File: src/rtl/nvdla_cfgrom_csb_master.sv
// CSB master for the config-ROM slave: single outstanding host request, packed
// into a CSB packet, issued, then the response (or a timeout error) returned.
module nvdla_cfgrom_csb_master #(
  parameter int unsigned TIMEOUT_CYCLES = 256,
  parameter logic        SRCPRIV        = 1'b1,
  parameter logic [1:0]  LEVEL          = 2'd0
) (
  input  logic        nvdla_core_clk,
  input  logic        nvdla_core_rst,
  input  logic        host_req_valid,
  output logic        host_req_ready,
  input  logic [21:0] host_req_addr,
  input  logic [31:0] host_req_wdat,
  input  logic        host_req_write,
  input  logic        host_req_nposted,
  input  logic [3:0]  host_req_wrbe,
  output logic [62:0] csb2cfgrom_req_pd,
  output logic        csb2cfgrom_req_pvld,
  input  logic        csb2cfgrom_req_prdy,
  input  logic [33:0] cfgrom2csb_resp_pd,
  input  logic        cfgrom2csb_resp_valid,
  output logic        host_resp_valid,
  input  logic        host_resp_ready,
  output logic [31:0] host_resp_rdat,
  output logic        host_resp_error,
  output logic        host_resp_is_write,
  output logic        stray_resp
);

  localparam logic [1:0] IDLE  = 2'd0;
  localparam logic [1:0] ISSUE = 2'd1;
  localparam logic [1:0] WAIT  = 2'd2;
  localparam logic [1:0] RESP  = 2'd3;

  localparam int unsigned   CW       = $clog2(TIMEOUT_CYCLES) + 1;
  localparam logic [CW-1:0] CNT_LAST = CW'(TIMEOUT_CYCLES - 1);

  logic [1:0]    state_q, state_d;
  logic [62:0]   pd_q, pd_d;
  logic [CW-1:0] cnt_q, cnt_d;
  logic [31:0]   rdat_q, rdat_d;
  logic          error_q, error_d;
  logic          is_write_q, is_write_d;
  logic          stray_q, stray_d;

  logic req_is_write;
  logic req_posted;
  assign req_is_write = pd_q[54];
  assign req_posted   = pd_q[54] & ~pd_q[55];

  always_comb begin
    state_d    = state_q;
    pd_d       = pd_q;
    cnt_d      = cnt_q;
    rdat_d     = rdat_q;
    error_d    = error_q;
    is_write_d = is_write_q;
    // Any response outside WAIT is unexpected (including late ones after a timeout).
    stray_d    = cfgrom2csb_resp_valid & (state_q != WAIT);
    case (state_q)
      IDLE: begin
        if (host_req_valid) begin
          pd_d = {LEVEL,
                  host_req_write ? host_req_wrbe : 4'hF,
                  SRCPRIV,
                  host_req_nposted & host_req_write,
                  host_req_write,
                  host_req_wdat,
                  host_req_addr};
          state_d = ISSUE;
        end
      end
      ISSUE: begin
        if (csb2cfgrom_req_prdy) begin
          if (req_posted) begin
            state_d = IDLE;
          end else begin
            state_d = WAIT;
            cnt_d   = '0;
          end
        end
      end
      WAIT: begin
        // A response arriving on the expiry cycle takes priority over the timeout.
        if (cfgrom2csb_resp_valid) begin
          state_d = RESP;
          if (cfgrom2csb_resp_pd[33] != req_is_write) begin
            rdat_d     = '0;
            error_d    = 1'b1;
            is_write_d = req_is_write;
            stray_d    = 1'b1;
          end else begin
            rdat_d     = cfgrom2csb_resp_pd[31:0];
            error_d    = cfgrom2csb_resp_pd[32];
            is_write_d = cfgrom2csb_resp_pd[33];
          end
        end else if (cnt_q == CNT_LAST) begin
          state_d    = RESP;
          rdat_d     = '0;
          error_d    = 1'b1;
          is_write_d = req_is_write;
        end else begin
          cnt_d = cnt_q + 1'b1;
        end
      end
      RESP: begin
        if (host_resp_ready) begin
          state_d = IDLE;
        end
      end
      default: state_d = IDLE;
    endcase
  end

  always_ff @(posedge nvdla_core_clk) begin
    if (nvdla_core_rst) begin
      state_q    <= IDLE;
      pd_q       <= '0;
      cnt_q      <= '0;
      rdat_q     <= '0;
      error_q    <= 1'b0;
      is_write_q <= 1'b0;
      stray_q    <= 1'b0;
    end else begin
      state_q    <= state_d;
      pd_q       <= pd_d;
      cnt_q      <= cnt_d;
      rdat_q     <= rdat_d;
      error_q    <= error_d;
      is_write_q <= is_write_d;
      stray_q    <= stray_d;
    end
  end

  assign host_req_ready      = (state_q == IDLE) & ~nvdla_core_rst;
  assign csb2cfgrom_req_pd   = pd_q;
  assign csb2cfgrom_req_pvld = (state_q == ISSUE);
  assign host_resp_valid     = (state_q == RESP);
  assign host_resp_rdat      = rdat_q;
  assign host_resp_error     = error_q;
  assign host_resp_is_write  = is_write_q;
  assign stray_resp          = stray_q;

endmodule
File: config.mk
export PLATFORM = sky130hd
export DESIGN_NAME = nvdla_cfgrom_csb_master
export DESIGN_NICKNAME = d
export VERILOG_FILES = /design/src/rtl/nvdla_cfgrom_csb_master.sv
export SDC_FILE = /design/constraint.sdc
export NUM_CORES = 1
export LEC_CHECK = 0
export CAP_MARGIN = 25
export CORE_MARGIN = 2
export CORE_UTILIZATION = 40
export CTS_CLUSTER_SIZE = 30
export DETAILED_ROUTE_END_ITERATION = 8
export PLACE_DENSITY = 0.81
export SETUP_SLACK_MARGIN = 0.1
export SLEW_MARGIN = 30
export SYNTH_ARGS = -nofsm -noshare
export SYNTH_HDL_FRONTEND = slang
export SYNTH_SLANG_ARGS = --single-unit
File: constraint.sdc
create_clock -name nvdla_core_clk -period 2.8 [get_ports nvdla_core_clk]
set_input_delay 0.28 -clock nvdla_core_clk [delete_from_list [all_inputs] [get_ports nvdla_core_clk]]
set_output_delay 0.28 -clock nvdla_core_clk [all_outputs]
set_load 0.1 [all_outputs]
Word level (Yosys, flattened, before mapping) --
Index checks and enable logic that the tools add are counted. Widths: inputs -> output; s select.
Storage, ports and cells: flip-flop bits (word level) 107, bits of input ports 100, output and inout bits 101, word-level logic and storage cells 59
Operators by class: add/subtract/negate cells 1, equal/unequal tests 13, mux-type cells 25, bitwise operators 6, reductions and logical operators 7
Operator list (number):
- $mux 32 | 3
- $mux 9 | 4
- $pmux 9 s2 | 1
- $mux 2 | 6
- $ne 2x2->1 const B | 5
- $add 9x1->9 const B | 1
- $eq 9x8->1 const B | 1
- $mux 1 | 9
- $pmux 2 s4 | 1
- $reduce_and 5->1 | 1
- $and 1x1->1 | 4
- $eq 2x2->1 const B | 2
- $mux 4 | 1
- $ne 2x1->1 const B | 2
- $reduce_and 2->1 | 2
- $reduce_and 4->1 | 1
- $reduce_bool 2->1 | 2
- $ne 3x3->1 const B | 1
- $eq 2x1->1 const B | 1
- $logic_not 2->1 | 1
- $not 1->1 | 2
- $ne 1x1->1 | 1

Longest topological paths before layout --
depth after elaboration 5, mapped depth 10, depth with buffers taken out 9

Worst setup path after synthesis --
Ideal clock, no wire load.
kind input-to-output, start in nvdla_core_rst, end out host_req_ready, arrival time 2699 ps, required time 2520 ps, slack -179 ps, cell stages on the path 3, path through clkbuf_1 -> clkbuf_1 -> nor3_1
Between the ends: cells in the longest elaborated chain, start to end 2
Ends and longest elaborated chain:
- from (decl) | line 9 | input logic nvdla_core_rst,
- $not 1->1 | line 135 | assign host_req_ready = (state_q == IDLE) & ~nvdla_core_rst;
- $and 1x1->1 | line 135
- to (decl) | line 11 | output logic host_req_ready,
Every way passes these cells.

Worst setup path in the final report --
start reg cnt_q[0], end reg cnt_q[0]
Between the ends: cells in the longest elaborated chain, start to end 4
Ends and longest elaborated chain:
- from (decl) | line 40 | logic [CW-1:0] cnt_q, cnt_d;
- from (signal assigned) | line 127 | cnt_q <= cnt_d;
- $add 9x1->9 | line 103 | cnt_d = cnt_q + 1'b1;
- $mux 9 | line 97 | end else if (cnt_q == CNT_LAST) begin
- $mux 9 | line 85 | if (cfgrom2csb_resp_valid) begin
- $pmux 9 s2 | line 60 | case (state_q)
Parallel ways exist; a longest one is shown, timed or not. The select of a mux whose other input is x is not followed. A chain may end at the register's enable or synchronous reset.

==> impl_metrics.csv <==
group,metric,value,unit
status,status,"finished clean",
worst_setup_path,rr_worst_depth,9,
logic_synthesis,ys_types,39,
run,maxCapViolations,0,
clock_tree,clockBufferDepth,2,
detailed_routing,vias,3861,
finish,area_delta_synth_final,51.8,%
floorplanning,start_util,40.5,%
detailed_routing,vias_per_cell,4.94,
place,io_buffers,198,
timing,clock_skew,0.0177,ns
place,dp_slack,0.461,ns
finish,drive_gt1_share,20.2,%
finish,nets,745,
detailed_routing,routedWlPerCell,13.9,um
floorplanning,fp.dieW,103,um
worst_setup_path,worstPathArrival,2.69,ns
logic_synthesis,synth_async_sr_flop_share,0,%
logic_synthesis,ys_seq_area_share,54.9,%
detailed_routing,postRouteAntennaNets,0,
clock_tree,root_buffer,"clkbuf_8",
clock_tree,cts_resized,0,
clock_tree,cts_hold_buf,0,
finish,fin_util,61.5,%
worst_setup_path,timing.rr.end,"cnt_q[0]",
finish,layout_common_cells,"113 x nand2_1, 107 x dfxtp_1, 105 x buf_4",
min_path,holdPathEnd,"csb2cfgrom_req_pd[14]",
logic_synthesis,syn_area,3900,um^2
worst_setup_path,crit_family,"compound AO/OA/AOI/OAI gates",
worst_setup_path,crit_fanout,8,
finish,mostFrequentLayoutCell,"nand2_1",
finish,antenna_cells,0,
worst_setup_path,cp.required,3.06,ns
timing,fin_ws,0.372,ns
timing,post-route-period-util,86.7,%
logic_synthesis,yosysTopAreaCellShare,54.9,%
worst_setup_path,r2r_start,"cnt_q[0]",
place,dp_hpwl,7760,um
grt,grt_pass1_vias,3681,
floorplanning,ios,201,
timing,setup_tns,0,ns
worst_setup_path,crit_path_start_kind,"flop",
logic_synthesis,synth_top_area_cell,"dfxtp_1",
clock_tree,clk_pin_slew,0.11,ns
clock_tree,cts.sinks,107,
finish,num-fill-cells,846,
min_path,min_from,"nvdla_core_rst",
timing,layout_min_cycle_time,2.43,ns
timing,rsz0062_at_grt,"no",
power,ir_worst_vdd,0.000338,V
power,power_density,596,nW/um^2
worst_setup_path,critPathCaptureType,"flop",
power,p_leak,0.00240,uW
worst_setup_path,cpMaxStageDelayCell,"a21oi_1",
detailed_routing,drt_wl_total,10900,um
floorplanning,chipHeight,103,um
min_path,whs_path_depth,2,
timing,worst_pin_slew,0.862,ns
logic_synthesis,ys_warn_count,0,
floorplanning,coreArea,9640,um^2
worst_setup_path,cp_slowest_stage_delay,0.48,ns
logic_synthesis,synth_edf_count,0,
detailed_routing,drt_iter0_drc,114,
detailed_routing,firstDrtPassIters,4,
clock_tree,postCtsSetupBuffers,0,
clock_tree,cts_tree,"done",
clock_tree,cts-buffers-inserted,9,
clock_tree,h-tree-depth,3,
grt,grt_pass1_wl,16500,um
logic_synthesis,avgSynthCellArea,8.45,um^2
timing,relSlewSlack,42.1,%
clock_tree,worstSkewPairLatency,0.36,ns
timing,finalHoldViolCount,0,
grt,grt_max_degree,68,
logic_synthesis,ys_seq_elements,107,
floorplanning,die_area,10600,um^2
floorplanning,floorplan.rows,36,
grt,antenna_found_initial,0,
min_path,worst_hold_path_type,"input pin to flop",
worst_setup_path,worstSetupPathType,"flop to flop",
logic_synthesis,synth-main-ff-cell,"dfxtp_1",
worst_setup_path,r2r_setup_slack,0.37,ns
timing,slew_violations,0,
detailed_routing,drc,0,
worst_setup_path,path_buf_inv,0,
timing,setup_viol,0,
place,place_congestion,0.870,
logic_synthesis,netlist_instances,462,
grt,grt_usage,19.5,%
grt,grt_overflow,0,
timing,fmaxAchievable,0.412,GHz
worst_setup_path,path_cells,"ha_1 > and3_1 > nand3_1 > nor2_1 > ha_1 > nor4b_4 > a21oi_1 > nor2_1 > a211oi_1",
logic_synthesis,synthTopCellsByArea,"dfxtp_1 55%, nand2_1 11%, a21oi_1 8.1%, a22oi_1 6.2%, nor2_1 4.4%",
sequential cells by signal, summed over array words and instances, names as in the netlist, named ones only:
signal,count
host_resp_is_write,1
state_q,1
csb2cfgrom_req_pd,61
host_resp_error,1
stray_resp,1
cnt_q,9
host_resp_rdat,32
cells by family after synthesis:
logic type / count (synthesis) / share of synthesized area (%)
AO/OA/AOI/OAI: 110 / 16.6
XOR/XNOR: 1 / 0.224
adder cells (fa/ha/maj): 2 / 0.641
buffers and inverters: 41 / 4.49
flip-flops: 107 / 54.9
multiplexers: 3 / 1.12
other: 1 / 0.0961
AND/OR/NAND/NOR: 197 / 21.9
worst max-delay path by stage:
| stage | start | endpoint | slack (ns) | cells past startpoint |
|---|---|---|---|---|
| after floorplan | flop | cnt_q[7] | 0.65 | 5 |
| after global placement | cnt_q[0] | cnt_q[6] | 0.54 | 9 |
| after detailed placement | cnt_q[0] | cnt_q[6] | 0.46 | 9 |
| after CTS | cnt_q[0] | cnt_q[0] | 0.42 | 9 |
| after global routing | cnt_q[0] | cnt_q[0] | 0.17 | 9 |
| final | cnt_q[0] | cnt_q[0] | 0.37 | 9 |
cell usage after synthesis (3+ instances only):
cell and n:
nand3_1 4, a21oi_1 63, inv_1 5, nand2_1 113
clkbuf_1 27, buf_2 5, a22oi_1 32, dfxtp_1 107
nand2b_1 3, nor3_1 12, nor2_1 46, nor3b_1 5
o21ai_0 6
per-stage QoR:
stage / cells / total power (uW) / instance area (um^2) / hold WS (ns)
floorplan: 463 / 2390 / 3920 / 0.377
global placement: 765 / 2690 / 5750 / 0.443
detailed placement: 765 / 2710 / 5750 / 0.447
CTS: 781 / 3570 / 5930 / 0.367
global route: 781 / 3690 / 5930 / 0.383
finish: 781 / 3530 / 5930 / 0.371
layout make-up:
cell class	instances	area, um^2	share of cell area [%]
sequential	107	2140	36.1
clock buffer	10	128	2.15
clock inverter	6	47.5	0.802
tap	133	166	2.81
timing repair buffer	205	1810	30.5
multi-input combinational	315	1620	27.3
inverter	5	18.8	0.317
power by group:
part	internal [uW]	switching, uW	total (uW)
clock network	335	531	866
logic	286	741	1030
registers	1590	47.5	1640
layer usage:
| layer | up-vias | GRT usage [%] | share of wire [%] |
|---|---|---|---|
| li1 | 1918 | - | - |
| met2 | 161 | 35.0 | 49 |
| met4 | 0 | 7.49 | 2.1 |
| met5 | - | 0 | 0 |
| met1 | 1762 | 21.9 | 40 |
| met3 | 20 | 5.49 | 8.9 |
(Power assumes the default switching activity.)
